### config.mk
export PLATFORM = sky130hd
export DESIGN_NAME = alu_seq_exec
export DESIGN_NICKNAME = d
export VERILOG_FILES = /design/src/rtl/alu_seq_exec.sv
export SDC_FILE = /design/constraint.sdc
export NUM_CORES = 1
export LEC_CHECK = 0
export CORE_ASPECT_RATIO = 1.4
export CORE_MARGIN = 2
export CORE_UTILIZATION = 60
export DETAILED_ROUTE_END_ITERATION = 6
export PLACE_DENSITY = 0.82
export SETUP_SLACK_MARGIN = 0.3
export SYNTH_ARGS = -nofsm -noshare
export SYNTH_HDL_FRONTEND = slang
export SYNTH_SLANG_ARGS = --single-unit
### constraint.sdc
create_clock -name i_clk -period 4.7 [get_ports i_clk]
set_clock_uncertainty 0.1 [all_clocks]
set_input_delay 0.94 -clock i_clk [delete_from_list [all_inputs] [get_ports i_clk]]
set_output_delay 0.94 -clock i_clk [all_outputs]
set_load 0.01 [all_outputs]
### src/rtl/alu_seq_exec.sv
// EX-stage ALU: logic/add/sub/compare finish in 1 cycle; shifts take ceil(amt/SHIFT_STEP) extra cycles.
// Accepts only in IDLE (o_ready); the result is held in DONE until i_ready.
module alu_seq_exec #(
  parameter int XLEN       = 32,
  parameter int SHIFT_STEP = 1
) (
  input  logic            i_clk,
  input  logic            i_rst,
  input  logic            i_flush,
  input  logic            i_valid,
  output logic            o_ready,
  input  logic [2:0]      i_alu_ctl,
  input  logic [1:0]      i_alu_shift,
  input  logic [XLEN-1:0] i_op_a,
  input  logic [XLEN-1:0] i_op_b,
  output logic            o_valid,
  input  logic            i_ready,
  output logic [XLEN-1:0] o_result,
  output logic            o_zero,
  output logic            o_busy
);

  localparam logic [2:0] ALU_CTL_AND      = 3'd0;
  localparam logic [2:0] ALU_CTL_OR       = 3'd1;
  localparam logic [2:0] ALU_CTL_ADD      = 3'd2;
  localparam logic [2:0] ALU_CTL_XOR      = 3'd3;
  localparam logic [2:0] ALU_CTL_SHIFT    = 3'd4;
  localparam logic [2:0] ALU_CTL_LESS_UNS = 3'd5;
  localparam logic [2:0] ALU_CTL_SUB      = 3'd6;
  localparam logic [2:0] ALU_CTL_LESS_SIG = 3'd7;

  localparam logic [1:0] ALU_SHIFT_SLL = 2'd0;
  localparam logic [1:0] ALU_SHIFT_SRL = 2'd1;
  localparam logic [1:0] ALU_SHIFT_SRA = 2'd2;

  localparam logic [4:0] STEP5 = 5'(SHIFT_STEP);

  typedef enum logic [1:0] {
    S_IDLE  = 2'd0,
    S_SHIFT = 2'd1,
    S_DONE  = 2'd2
  } state_t;

  state_t            state;
  state_t            state_nxt;
  logic [XLEN-1:0]   work;
  logic [XLEN-1:0]   step_val;
  logic [XLEN-1:0]   alu_res;
  logic [XLEN-1:0]   result;
  logic [4:0]        cnt;
  logic [4:0]        cnt_step;
  logic [1:0]        sh_type;
  logic [4:0]        amt;
  logic              shift_now;
  logic              last_step;

  assign amt       = i_op_b[4:0];
  assign shift_now = (i_alu_ctl == ALU_CTL_SHIFT) && (amt != 5'd0) &&
                     ((i_alu_shift == ALU_SHIFT_SLL) || (i_alu_shift == ALU_SHIFT_SRL) ||
                      (i_alu_shift == ALU_SHIFT_SRA));
  assign last_step = (cnt <= STEP5);
  assign cnt_step  = last_step ? 5'd0 : (cnt - STEP5);

  // Single-cycle ops; a shift that needs no iteration passes operand A through.
  always_comb begin
    alu_res = i_op_a;
    case (i_alu_ctl)
      ALU_CTL_AND:      alu_res = i_op_a & i_op_b;
      ALU_CTL_OR:       alu_res = i_op_a | i_op_b;
      ALU_CTL_XOR:      alu_res = i_op_a ^ i_op_b;
      ALU_CTL_ADD:      alu_res = i_op_a + i_op_b;
      ALU_CTL_SUB:      alu_res = i_op_a - i_op_b;
      ALU_CTL_LESS_SIG: alu_res = {{(XLEN-1){1'b0}}, ($signed(i_op_a) < $signed(i_op_b))};
      ALU_CTL_LESS_UNS: alu_res = {{(XLEN-1){1'b0}}, (i_op_a < i_op_b)};
      default:          alu_res = i_op_a;
    endcase
  end

  // Chain of SHIFT_STEP one-bit stages, each enabled only while bits remain.
  always_comb begin
    step_val = work;
    for (int i = 0; i < SHIFT_STEP; i++) begin
      if (5'(i) < cnt) begin
        case (sh_type)
          ALU_SHIFT_SLL: step_val = {step_val[XLEN-2:0], 1'b0};
          ALU_SHIFT_SRL: step_val = {1'b0, step_val[XLEN-1:1]};
          default:       step_val = {step_val[XLEN-1], step_val[XLEN-1:1]};
        endcase
      end
    end
  end

  always_ff @(posedge i_clk or posedge i_rst) begin
    if (i_rst) begin
      state <= S_IDLE;
    end else begin
      state <= state_nxt;
    end
  end

  always_comb begin
    state_nxt = state;
    if (i_flush) begin
      state_nxt = S_IDLE;
    end else begin
      case (state)
        S_IDLE:  if (i_valid) state_nxt = shift_now ? S_SHIFT : S_DONE;
        S_SHIFT: if (last_step) state_nxt = S_DONE;
        S_DONE:  if (i_ready) state_nxt = S_IDLE;
        default: state_nxt = S_IDLE;
      endcase
    end
  end

  always_comb begin
    o_ready = (state == S_IDLE);
    o_valid = (state == S_DONE);
    o_busy  = (state != S_IDLE);
  end

  always_ff @(posedge i_clk or posedge i_rst) begin
    if (i_rst) begin
      work    <= '0;
      cnt     <= 5'd0;
      sh_type <= ALU_SHIFT_SLL;
      result  <= '0;
    end else if (i_flush) begin
      cnt <= 5'd0;
    end else begin
      case (state)
        S_IDLE: begin
          if (i_valid) begin
            if (shift_now) begin
              work    <= i_op_a;
              cnt     <= amt;
              sh_type <= i_alu_shift;
            end else begin
              result <= alu_res;
            end
          end
        end
        S_SHIFT: begin
          work <= step_val;
          cnt  <= cnt_step;
          if (last_step) result <= step_val;
        end
        default: ;
      endcase
    end
  end

  assign o_result = result;
  assign o_zero   = (result == '0);

endmodule
==> impl_summary.md <==
Run
Max-cap violations in this run came to 0.

Timing
Setup repair after global routing left no endpoint under its margin. The pin slew with the least headroom to its limit is about 1.1 ns. The worst pin sits at a relative slew slack of 0.263.

Based on the critical path, the design can be clocked at up to 0.237 GHz. The final number of max-transition violations is 0. The post-route setup TNS is 0 ns. The final-report setup violation count is 0. After layout, the minimum clock period comes to about 4.2 ns. The number of hold violations in the final report is 0. In the finished design, the share of the clock period the worst path needs comes to 0.898.

GRT
The largest net degree at the start of global routing is between 50 and 60. The first global-routing pass estimated ~54 mm of wire. In the global route stage, overall resource usage came out at 0.410. The via count of the first global-routing pass was just over 10000. For this run the aggregate overflow at the end of global routing stands at 0. The initial antenna violation count is 0.

Detailed routing
The number of remaining DRC errors is 0. The average wire length per cell after detail routing is around 22 um. The count of antenna-violating nets left after detailed routing is 0. The first-iteration detailed-routing DRC count is 1507. The aggregate routed wire length is approximately 35 mm. Dividing the detail-routed via count by the number of cells gives between 6 and 7. The number of vias in the routed layout is 10900.

The first TritonRoute pass finished after 6 iterations.

Clock tree
The later-pin clock latency in the skew report is ~0.37 ns. TritonCTS built the clock tree. The clock tree synthesis step divided the H-tree into 3 levels. The maximum buffer depth of the clock tree is 2.

The total CTS buffers is 9. The clock input transition at the sequential cells of the worst setup and hold paths is about 0.060 ns. The number of buffers added for setup after CTS is 0. The tree built by TritonCTS fans out to between 70 and 80 sinks. The root buffer selected by CTS is sky130_fd_sc_hd__clkbuf_16.

Synth
The share of the synthesized area in compound gates (AO/OA/AOI/OAI) is 0.343. In the synthesized netlist the dominant register cell turns out to be sky130_fd_sc_hd__dfrtp_1. In this run, synthesis produced a sequential element count of between 70 and 80. The adder-cell share of the synthesized area is 0.142. The share of synthesized area spent on multiplexers is 0.0291.

The count of warnings emitted by yosys is 0. The area fraction in and, or, nand and nor cells after synthesis is 0.199. The synthesized design contains 0 enable-type register cells.

In this run the mean area of a mapped cell was about 7 um^2. Synthesis handed over a netlist of roughly 1300 instances. The part of the Yosys area used for sequential elements is 0.192.

Yosys mapped the design onto 88 distinct sky130hd cell types. The fraction of registers with async set/reset is 1.00. By area, the combinational part of the netlist is dominated by compound AO/OA/AOI/OAI gates. The number of nets in the synthesized netlist is 1519. The cell area that synthesis handed to floorplanning was between 9000 and 10000 um^2. Of the total synthesized cell area, the portion taken by XOR and XNOR cells is 0.00829.

Die
During I/O placement, the number of pins put on the boundary was 110. The die area is roughly 17000 um^2. The core footprint is 15500 um^2. The effective utilization at floorplan is 0.612. The die height is 153 um. The die width is 110 um. The number of rows created at floorplan is 54.

Setup path
The highest-delay cell along the critical path is sky130_fd_sc_hd__clkdlybuf4s50_1. The number of buffer and inverter instances along the worst setup path is 2. STA classifies the critical path endpoint as a register. The largest single stage delay on the critical path is 0.61 ns.

STA puts the critical path data required time at 4.84 ns. The critical path goes through clkdlybuf4s50_1, inv_1, ha_1, a21oi_1, o21ai_0, a211o_1, a211oi_1, o21a_1, nor4_1, o22ai_1, mux2i_1, nand4b_1. The arrival time at the worst endpoint is about 4.4 ns. The cell family contributing the most delay on the critical path is compound AO/OA/AOI/OAI gates. In this run the worst path has a maximum fanout of 11. The critical path is of the in -> reg type. STA classifies the critical path startpoint as a primary input.

Pwr
The analysis attributes to net switching a power of around 1400 uW. The relative contribution of sequential cells to total power is 0.316. The maximum vdd ir drop is roughly 240 uV.

The internal power is about 1800 uW. The power per cell area is slightly below 300 nW/um^2. Of the total power, combinational logic draws 0.457. The switching share of power is 0.434.

The clock network fraction of design power is 0.227. The leakage power summed over all cells is just under 0.005 uW.

Run status
The run finished with clean final reports.

Layout
The count of antenna diodes in the layout is 0. In the final design database the tool counted between 1500 and 2000 nets. The post-layout instance area is 11000 um^2. Of the cells placed in the final design, the portion with a size suffix greater than 1 is 0.0699. The synthesis-to-finish area growth is 15.6%.

The area of all sequential standard cells is approximately 1800 um^2. After filler insertion, the fill cell instance count of the layout stands at between 1000 and 1500. The area taken by multi-input logic gates is ~7000 um^2.

Place
The post-placement cell area is 10700 um^2. The congestion estimate from routability-driven global placement came to between 1 and 1.5. The estimated wirelength of the detail-placed design is 25.6 mm.

The number of port buffers is 109.

Worst hold path
The path category of the worst min-delay check is reg -> reg.
[power by group through the flow]
stage               registers, uW  logic (uW)  clock network, uW
floorplan                     970         882                  0
global placement             1000        1390                  0
detailed placement           1010        1420                  0
CTS                           997        1430                717
global route                 1020        1590                740
finish                       1010        1460                722
[registers in the layout, summed over array words and instances (netlist names)]
name,count
cnt,5
o_result,32
sh_type,2
state,2
work,32
[layout by cell type, fill, tap and decap left out, types with 6 or more instances in the layout]
| master | instances |
|---|---|
| sky130_fd_sc_hd__o21bai_1 | 7 |
| sky130_fd_sc_hd__nand2_1 | 121 |
| sky130_fd_sc_hd__nor3_1 | 16 |
| sky130_fd_sc_hd__or3_1 | 7 |
| sky130_fd_sc_hd__o21ai_1 | 6 |
| sky130_fd_sc_hd__nand2b_1 | 12 |
| sky130_fd_sc_hd__o22a_1 | 8 |
| sky130_fd_sc_hd__buf_4 | 32 |
| sky130_fd_sc_hd__inv_1 | 109 |
| sky130_fd_sc_hd__nand3_1 | 20 |
| sky130_fd_sc_hd__dfrtp_1 | 73 |
| sky130_fd_sc_hd__clkbuf_16 | 9 |
| sky130_fd_sc_hd__nor2_1 | 165 |
| sky130_fd_sc_hd__nor4_1 | 14 |
| sky130_fd_sc_hd__nor2b_1 | 12 |
| sky130_fd_sc_hd__a21oi_1 | 162 |
| sky130_fd_sc_hd__o31ai_1 | 12 |
| sky130_fd_sc_hd__o221ai_1 | 8 |
| sky130_fd_sc_hd__o21a_1 | 8 |
| sky130_fd_sc_hd__o21ai_0 | 116 |
| sky130_fd_sc_hd__a31oi_1 | 20 |
| sky130_fd_sc_hd__o211ai_1 | 15 |
| sky130_fd_sc_hd__nand4_1 | 11 |
| sky130_fd_sc_hd__mux2i_1 | 22 |
| sky130_fd_sc_hd__a311oi_1 | 29 |
| sky130_fd_sc_hd__clkdlybuf4s50_1 | 106 |
| sky130_fd_sc_hd__o22ai_1 | 23 |
| sky130_fd_sc_hd__ha_1 | 105 |
| sky130_fd_sc_hd__a211oi_1 | 17 |
| sky130_fd_sc_hd__xnor2_1 | 8 |
[layout make-up]
cell class / count / share of cell area
well taps: 196 / 0.0223
clock inverters: 7 / 0.00649
repair buffers: 141 / 0.120
clock buffers: 9 / 0.0205
multi-input cells: 1061 / 0.627
flip-flops and latches: 73 / 0.166
inverters: 111 / 0.0379
[timing repair]
item,in CTS,in global routing
hold buffers,0,0
gates resized for setup,0,1
endpoints found under the setup margin,0,5
[layer usage]
| metal | vias to the layer above | wire length [um] | GRT usage |
|---|---|---|---|
| met3 | 147 | 3420 | 0.0623 |
| met2 | 708 | 15900 | 0.642 |
| li1 | 4939 | - | - |
| met5 | - | 0 | 0 |
| met4 | 0 | 1820 | 0.217 |
| met1 | 5097 | 13400 | 0.536 |
[per-stage QoR]
stage,power [uW],util,worst slack (ns),hold WS (ns),cells
after floorplan,1850,-,1.28,0.391,1338
after global placement,2390,0.688,0.145,0.387,1582
after detailed placement,2420,0.688,0.115,0.396,1582
after CTS,3140,0.707,0.469,0.410,1598
after global routing,3360,0.707,0.400,0.437,1598
final,3190,0.707,0.481,0.408,1598
[kinds of logic after synthesis]
family | after synthesis
flip-flops | 73
buffers and inverters | 204
AND/OR/NAND/NOR | 413
multiplexers | 27
adder cells (fa/ha/maj) | 107
AO/OA/AOI/OAI | 505
XOR/XNOR | 9
[Yosys cell counts (6+ instances only)]
master                     number  share of area
sky130_fd_sc_hd__nor2_1       167          0.066
sky130_fd_sc_hd__o21bai_1       7         0.0055
sky130_fd_sc_hd__a31oi_1       20          0.013
sky130_fd_sc_hd__a311oi_1      29          0.027
sky130_fd_sc_hd__nand2_1      123          0.049
sky130_fd_sc_hd__o21ai_1        6         0.0032
sky130_fd_sc_hd__a211oi_1      17          0.013
sky130_fd_sc_hd__mux2i_1       22          0.023
sky130_fd_sc_hd__buf_1          8         0.0032
sky130_fd_sc_hd__a21oi_1      162          0.085
sky130_fd_sc_hd__o21a_1         8         0.0063
sky130_fd_sc_hd__or3_1          7         0.0046
sky130_fd_sc_hd__nor3_1        16         0.0084
sky130_fd_sc_hd__clkbuf_1      58          0.023
sky130_fd_sc_hd__o22a_1         8         0.0074
sky130_fd_sc_hd__o211ai_1      15          0.012
sky130_fd_sc_hd__ha_1         105           0.14
sky130_fd_sc_hd__nor2b_1       12         0.0079
sky130_fd_sc_hd__o22ai_1       23          0.015
sky130_fd_sc_hd__nand2b_1      12         0.0079
sky130_fd_sc_hd__inv_1        110          0.043
sky130_fd_sc_hd__nand4_1       11         0.0072
sky130_fd_sc_hd__nand3_1       20          0.011
sky130_fd_sc_hd__o221ai_1       8         0.0074
sky130_fd_sc_hd__o21ai_0      116          0.061
sky130_fd_sc_hd__xnor2_1        8         0.0074
sky130_fd_sc_hd__dfrtp_1       73           0.19
sky130_fd_sc_hd__o31ai_1       12         0.0095
sky130_fd_sc_hd__nor4_1        14         0.0092
sky130_fd_sc_hd__buf_2         20          0.011
[path summary, 6_finish.rpt]
kind                                end   startpoint  slack, ns  cells after the start
setup / recovery           o_result[30]   i_op_a[13]       0.48                     12
hold / removal              o_result[1]  o_result[1]       0.41                      2
max in group asynchronous  o_result[13]        i_rst       2.89                      3
min in group asynchronous  o_result[27]        i_rst       0.75                      2
hold reg to reg             o_result[1]  o_result[1]       0.41                      2
setup reg to reg           o_result[25]       cnt[2]       1.95                      8
[tightest hold or removal path, stage by stage, from the launching register on]
cell,delay (ns)
sky130_fd_sc_hd__dfrtp_1,0.36
sky130_fd_sc_hd__nand2_1,0.05
sky130_fd_sc_hd__o21ai_0,0.06
Note: power is estimated with default switching activity, not from simulation.
